File: src/rtl/stream_pkg.sv
`default_nettype none
// ============================================================================
// Module      : stream_pkg
// Description : Shared types and constants for the two-input stream arbiter.
//               Holds the arbitration state encoding and the default beat
//               width.
// Revision    : 1.0 - initial release
// ============================================================================
package stream_pkg;

  localparam int DEFAULT_WIDTH = 8;

  // Arbitration state: which input, if any, owns the output for a packet.
  typedef enum logic [1:0] {
    ST_IDLE  = 2'd0,
    ST_LOCK0 = 2'd1,
    ST_LOCK1 = 2'd2
  } arb_state_t;

endpackage : stream_pkg
`default_nettype wire

File: src/rtl/arb2_pick.sv
`default_nettype none
// ============================================================================
// Module      : arb2_pick
// Description : Combinational two-requester round-robin picker. Grants the
//               prioritised requester when it requests, otherwise the other
//               one. Output is one-hot, or all zero when nobody requests.
// Ports       : req[1:0] - request per input
//               prio     - index of the requester that wins a tie
//               gnt[1:0] - one-hot grant
// Revision    : 1.0 - initial release
// ============================================================================
module arb2_pick (
  input  logic [1:0] req,
  input  logic       prio,
  output logic [1:0] gnt
);

  always_comb begin
    gnt = 2'b00;
    if (req[prio]) begin
      gnt[prio] = 1'b1;
    end else if (req[~prio]) begin
      gnt[~prio] = 1'b1;
    end
  end

endmodule : arb2_pick
`default_nettype wire

File: src/rtl/stream_arb2.sv
`default_nettype none
// ============================================================================
// Module      : stream_arb2
// Description : Two-input packet arbiter with a registered output stage.
//               Grants round-robin, holds a grant for a whole packet and
//               forwards the winning beat plus its source index through one
//               pipeline register (full throughput, 1-cycle latency).
// Ports       : clk, rst_n                 - clock, async active-low reset
//               inX_valid/ready/data/last  - upstream streams X = 0, 1
//               out_valid/ready/data/last  - registered downstream stream
//               out_sel                    - source of the registered beat
// Revision    : 1.0 - initial release
// ============================================================================
module stream_arb2
  import stream_pkg::*;
#(
  parameter int WIDTH = DEFAULT_WIDTH
) (
  input  logic             clk,
  input  logic             rst_n,
  input  logic             in0_valid,
  output logic             in0_ready,
  input  logic [WIDTH-1:0] in0_data,
  input  logic             in0_last,
  input  logic             in1_valid,
  output logic             in1_ready,
  input  logic [WIDTH-1:0] in1_data,
  input  logic             in1_last,
  output logic             out_valid,
  input  logic             out_ready,
  output logic [WIDTH-1:0] out_data,
  output logic             out_last,
  output logic             out_sel
);

  arb_state_t       r_state;
  arb_state_t       w_state_nxt;
  logic             r_prio;
  logic             w_prio_nxt;
  logic [1:0]       w_pick;
  logic             w_slot_free;
  logic             w_grant0;
  logic             w_grant1;
  logic             w_acc0;
  logic             w_acc1;
  logic             r_out_valid;
  logic [WIDTH-1:0] r_out_data;
  logic             r_out_last;
  logic             r_out_sel;

  arb2_pick u_pick (
    .req  ({in1_valid, in0_valid}),
    .prio (r_prio),
    .gnt  (w_pick)
  );

  // The output register can take a beat when empty or being drained now.
  assign w_slot_free = !r_out_valid | out_ready;

  // The picker only matters in IDLE; a lock ignores the other input entirely.
  assign w_grant0 = (r_state == ST_LOCK0) | ((r_state == ST_IDLE) & w_pick[0]);
  assign w_grant1 = (r_state == ST_LOCK1) | ((r_state == ST_IDLE) & w_pick[1]);

  assign w_acc0 = in0_valid & w_slot_free & w_grant0;
  assign w_acc1 = in1_valid & w_slot_free & w_grant1;

  // Readies are forced low while reset is held; the flops ignore their inputs
  // then anyway, so reset only needs to reach the ports.
  assign in0_ready = rst_n & w_slot_free & w_grant0;
  assign in1_ready = rst_n & w_slot_free & w_grant1;

  always_ff @(posedge clk or negedge rst_n) begin
    if (!rst_n) begin
      r_state <= ST_IDLE;
      r_prio  <= 1'b0;
    end else begin
      r_state <= w_state_nxt;
      r_prio  <= w_prio_nxt;
    end
  end

  // A last beat always lands in IDLE, so a lock release and a new grant can
  // never share a cycle.
  always_comb begin
    w_state_nxt = r_state;
    w_prio_nxt  = r_prio;
    if (w_acc0) begin
      w_prio_nxt  = 1'b1;
      w_state_nxt = in0_last ? ST_IDLE : ST_LOCK0;
    end else if (w_acc1) begin
      w_prio_nxt  = 1'b0;
      w_state_nxt = in1_last ? ST_IDLE : ST_LOCK1;
    end
  end

  always_ff @(posedge clk or negedge rst_n) begin
    if (!rst_n) begin
      r_out_valid <= 1'b0;
      r_out_data  <= '0;
      r_out_last  <= 1'b0;
      r_out_sel   <= 1'b0;
    end else if (w_acc0) begin
      r_out_valid <= 1'b1;
      r_out_data  <= in0_data;
      r_out_last  <= in0_last;
      r_out_sel   <= 1'b0;
    end else if (w_acc1) begin
      r_out_valid <= 1'b1;
      r_out_data  <= in1_data;
      r_out_last  <= in1_last;
      r_out_sel   <= 1'b1;
    end else if (out_ready) begin
      r_out_valid <= 1'b0;
    end
  end

  assign out_valid = r_out_valid;
  assign out_data  = r_out_data;
  assign out_last  = r_out_last;
  assign out_sel   = r_out_sel;

endmodule : stream_arb2
`default_nettype wire

File: config.mk
export PLATFORM = sky130hd
export DESIGN_NAME = stream_arb2
export DESIGN_NICKNAME = d
export VERILOG_FILES = /design/src/rtl/stream_pkg.sv /design/src/rtl/arb2_pick.sv /design/src/rtl/stream_arb2.sv
export SDC_FILE = /design/constraint.sdc
export NUM_CORES = 1
export LEC_CHECK = 0
export ABC_AREA = 1
export CORE_ASPECT_RATIO = 0.8
export CORE_MARGIN = 2
export CORE_UTILIZATION = 40
export CTS_CLUSTER_DIAMETER = 60
export CTS_CLUSTER_SIZE = 8
export DETAILED_ROUTE_END_ITERATION = 10
export PLACE_DENSITY = 0.81
export RECOVER_POWER = 100
export SYNTH_ARGS = -nofsm -noshare
export SYNTH_HDL_FRONTEND = slang
export SYNTH_HIERARCHICAL = 1
export SYNTH_SLANG_ARGS = --single-unit
export TNS_END_PERCENT = 30
File: constraint.sdc
create_clock -name clk -period 1.5 [get_ports clk]
set_input_delay 0.3 -clock clk [delete_from_list [all_inputs] [get_ports clk]]
set_output_delay 0.3 -clock clk [all_outputs]
set_load 0.05 [all_outputs]
==> results.md <==
- Placed cell areas: 1350 um2
- Fin util: approximately two thirds
- Cell accounting for the most synthesized area: dfrtp_1
- Ys Warns: 6
- Largest net degree at the start of global routing: 15
- Count of state elements after synthesis: 14
- Share of power burned in registers: 27.1%
- Status: finished, violations left
- Clock-pin slew on the worst setup and hold paths: around 0.090 ns
- Fin area: about 1200 um2
- Failing checks: negative setup slack
- Port Buf Inserts: 35
- Die X: roughly 53 um
- Endpoints failing setup: 2
- Clock power share: ~10%
- RD Place Congestion: ~0.76
- DP HPWL: 1830 um
- Via count: 818
- Share of async-settable or async-resettable flops after synthesis: 100%
- H-tree Lvls: 1
- Sw frac: between 50 and 60%
- Share of cells above drive strength 1: approximately 33%
- Final Max Tran Viols: 0
- # clock sinks: 14
- Cell Count, Final, Fillers Out: 163
- CTS Buf Count: 3
- Synth Cell Area: slightly below 800 um2
- Hold crit path type: in -> async
- Worst path slowest cell: dfrtp_1
- Worst path cell trace: a21boi_2 -> nor2_2 -> nor2_4 -> inv_2 -> nor2_4 -> buf_12
- Synth top cells by count: nand3_1 (25), nand2_1 (19), dfrtp_1 (14)
- Tcrit/Tclk final: 107%
- Final hold violation count: 0
- Core ar.: roughly 1900 um2
- Post-synthesis cell type count: 18
- Nets@finish: roughly 160
- Mean number of vias per cell: between 5 and 6
- Congestion Overflow GR: 0
- Io pins: 36
- Max-cap violation count: 0
- Antenna-violating nets left: 0
- Chip Height: between 40 and 50 um
- Placed cell count: between 150 and 200
- Number of global-route vias before repair: 781
- Syn Area/Cell: 8.40 um2
- Initial core utilization: 41.6%
- Critical path class: reg -> out
- Skew final: approximately 0.0079 ns
- Cell count after synthesis: just over 90
- Setup slack after layout: -0.108 ns
- Area grow syn2layout: 61.7%
- Int Power: between 0.001 and 0.0015 W
- Worst slew margin: a little over 80%
- Largest stage delay, worst path: approximately 0.43 ns
- Initial DRC Count: 7
- Row cnt: 14
- Final min period: approximately 1.6 ns
- CTS root buf: clkbuf_4
- Crit path top cell by count: nor2_4
- CP Max Fanout: 3
- CTS tree: done
- Worst-Margin Slew: about 0.29 ns
- Logic pwr share: a little over three fifths
- Switching pwr: 0.00141 W
- Avg WL per Cell: 14.0 um
- Sequential-to-total area share from yosys stat: a little under half
- Max clock buf depth: 2
- Synth area leaders: dfrtp_1 (45%), nand3_1 (16%), nand2_1 (9.2%)
- Peak Freq: between 0.6 and 0.7 GHz
- Antenna Diode Count: 0
- Critical path data arrival time: 1.31 ns
- Drt drc: 0
- Total wire length: ~2300 um
- Initial antenna violation count: 0
- Die ar.: around 2300 um2
- Peak supply drop: between 1 and 1.5 mV
- Leakage: about 0.62 nW
- Drt first pass iters: 4
- Crit path max-delay family: flip-flops
- Net Count, Synth: 115
- Number of enable flip-flop cells after synthesis: 0
- Post-place setup slack: -0.328 ns
- RSZ-0062 raised after global routing: true
- Crit path buf inv count: 2
- Most common cell in the netlist: nand3_1
- Pwr dens: roughly 2200 nW/um2
- Crit end category: output pin
- Global-route wire length before repair: roughly 3600 um
- Critical Path Start Type: flop
- Critical path data required time: ~1.2 ns
- Predominant post-synthesis flop cell: dfrtp_1
- Synth top area share: between 40% and 50%
- Clock Latency Late Sink: around 0.29 ns
- Total Routing Usage GR: approximately 22%
flip-flops by register name (all words and copies together), names as in the netlist:
name	cells
out_data	8
r_state	2
out_last	1
out_sel	1
out_valid	1
r_prio	1
metrics by stage:
step	hold slack (ns)	power, W	TNS [ns]
floorplan	0.00441	0.00184	0
global placement	0.516	0.00282	-3.27
detailed placement	0.551	0.00290	-3.77
CTS	0.420	0.00322	-0.251
global route	0.518	0.00285	-0.311
finish	0.487	0.00270	-0.202
cells in the final DEF, fill, tap and decap left out:
master and n:
nand3_1 25, clkdlybuf4s50_1 19, nand2_1 17, dfrtp_1 14, clkbuf_2 10, buf_4 8
inv_1 6, nor2_4 4, nand2_2 4, nor2_1 4, clkbuf_4 4, nand2_4 3
inv_2 3, buf_12 3, nand3b_1 2, dlygate4sd2_1 2, o21bai_2 1, nor2_2 1
a21oi_4 1, o21a_1 1, o21ai_1 1, clkbuf_8 1, dlygate4sd3_1 1, buf_6 1
clkbuf_1 1, a21boi_2 1, a21oi_2 1
worst reg2reg max path, stage by stage (launching register included):
cell and delay [ns]:
dfrtp_1 0.43, a21boi_2 0.16, nor2_2 0.06, nor2_4 0.09, buf_4 0.14, nand2_4 0.10, buf_6 0.17, nand3_1 0.08
nand3_1 0.08
repair_timing:
item | CTS | global route
setup buffers | 1 | 0
endpoints found under the setup margin | 2 | 10
pin swaps | 3 | 4
hold buffers | 0 | 0
gates resized for setup | 7 | 1
cell type report:
type	count	area [um2]
tap	24	30.0
multi-input combinational	66	389
inverter	9	33.8
sequential	14	350
timing repair buffer	46	410
clock buffer	4	36.3
fill	176	607
power by group through the flow:
stage                     clock (W)  sequential [W]  combinational (W)
after floorplan                   0         0.00120           0.000635
final                      0.000278        0.000734            0.00169
after global placement            0        0.000795            0.00202
after CTS                  0.000282        0.000807            0.00214
after detailed placement          0        0.000805            0.00209
after global routing       0.000299        0.000755            0.00180
layer usage:
| layer | global-route usage (%) | routed length, um | up-vias |
|---|---|---|---|
| li1 | - | - | 396 |
| met1 | 26.8 | 878 | 392 |
| met2 | 38.3 | 1250 | 25 |
| met3 | 5.63 | 113 | 5 |
| met4 | 8.21 | 38 | 0 |
| met5 | 0 | 0 | - |
path summary, 6_finish.rpt:
check | slack [ns] | cells after the start | endpoint | from
min in group clk | 0.52 | 2 | out_data[3] | out_data[3]
worst max register to register | 0.10 | 8 | out_data[0] | r_prio
worst min register to register | 0.52 | 2 | out_data[3] | out_data[3]
worst max-delay path | -0.11 | 6 | in0_ready | r_prio
worst min-delay path | 0.49 | 2 | out_data[7] | rst_n
max in group asynchronous | 0.84 | 2 | r_prio | rst_n
cell families after synthesis:
group           Yosys count  synth area share [%]
simple gates             60                  38.7
buf+inv                  12                  8.74
compound gates            6                  7.28
flops                    14                  45.3
No activity file was read; power rests on OpenSTA's default activity.
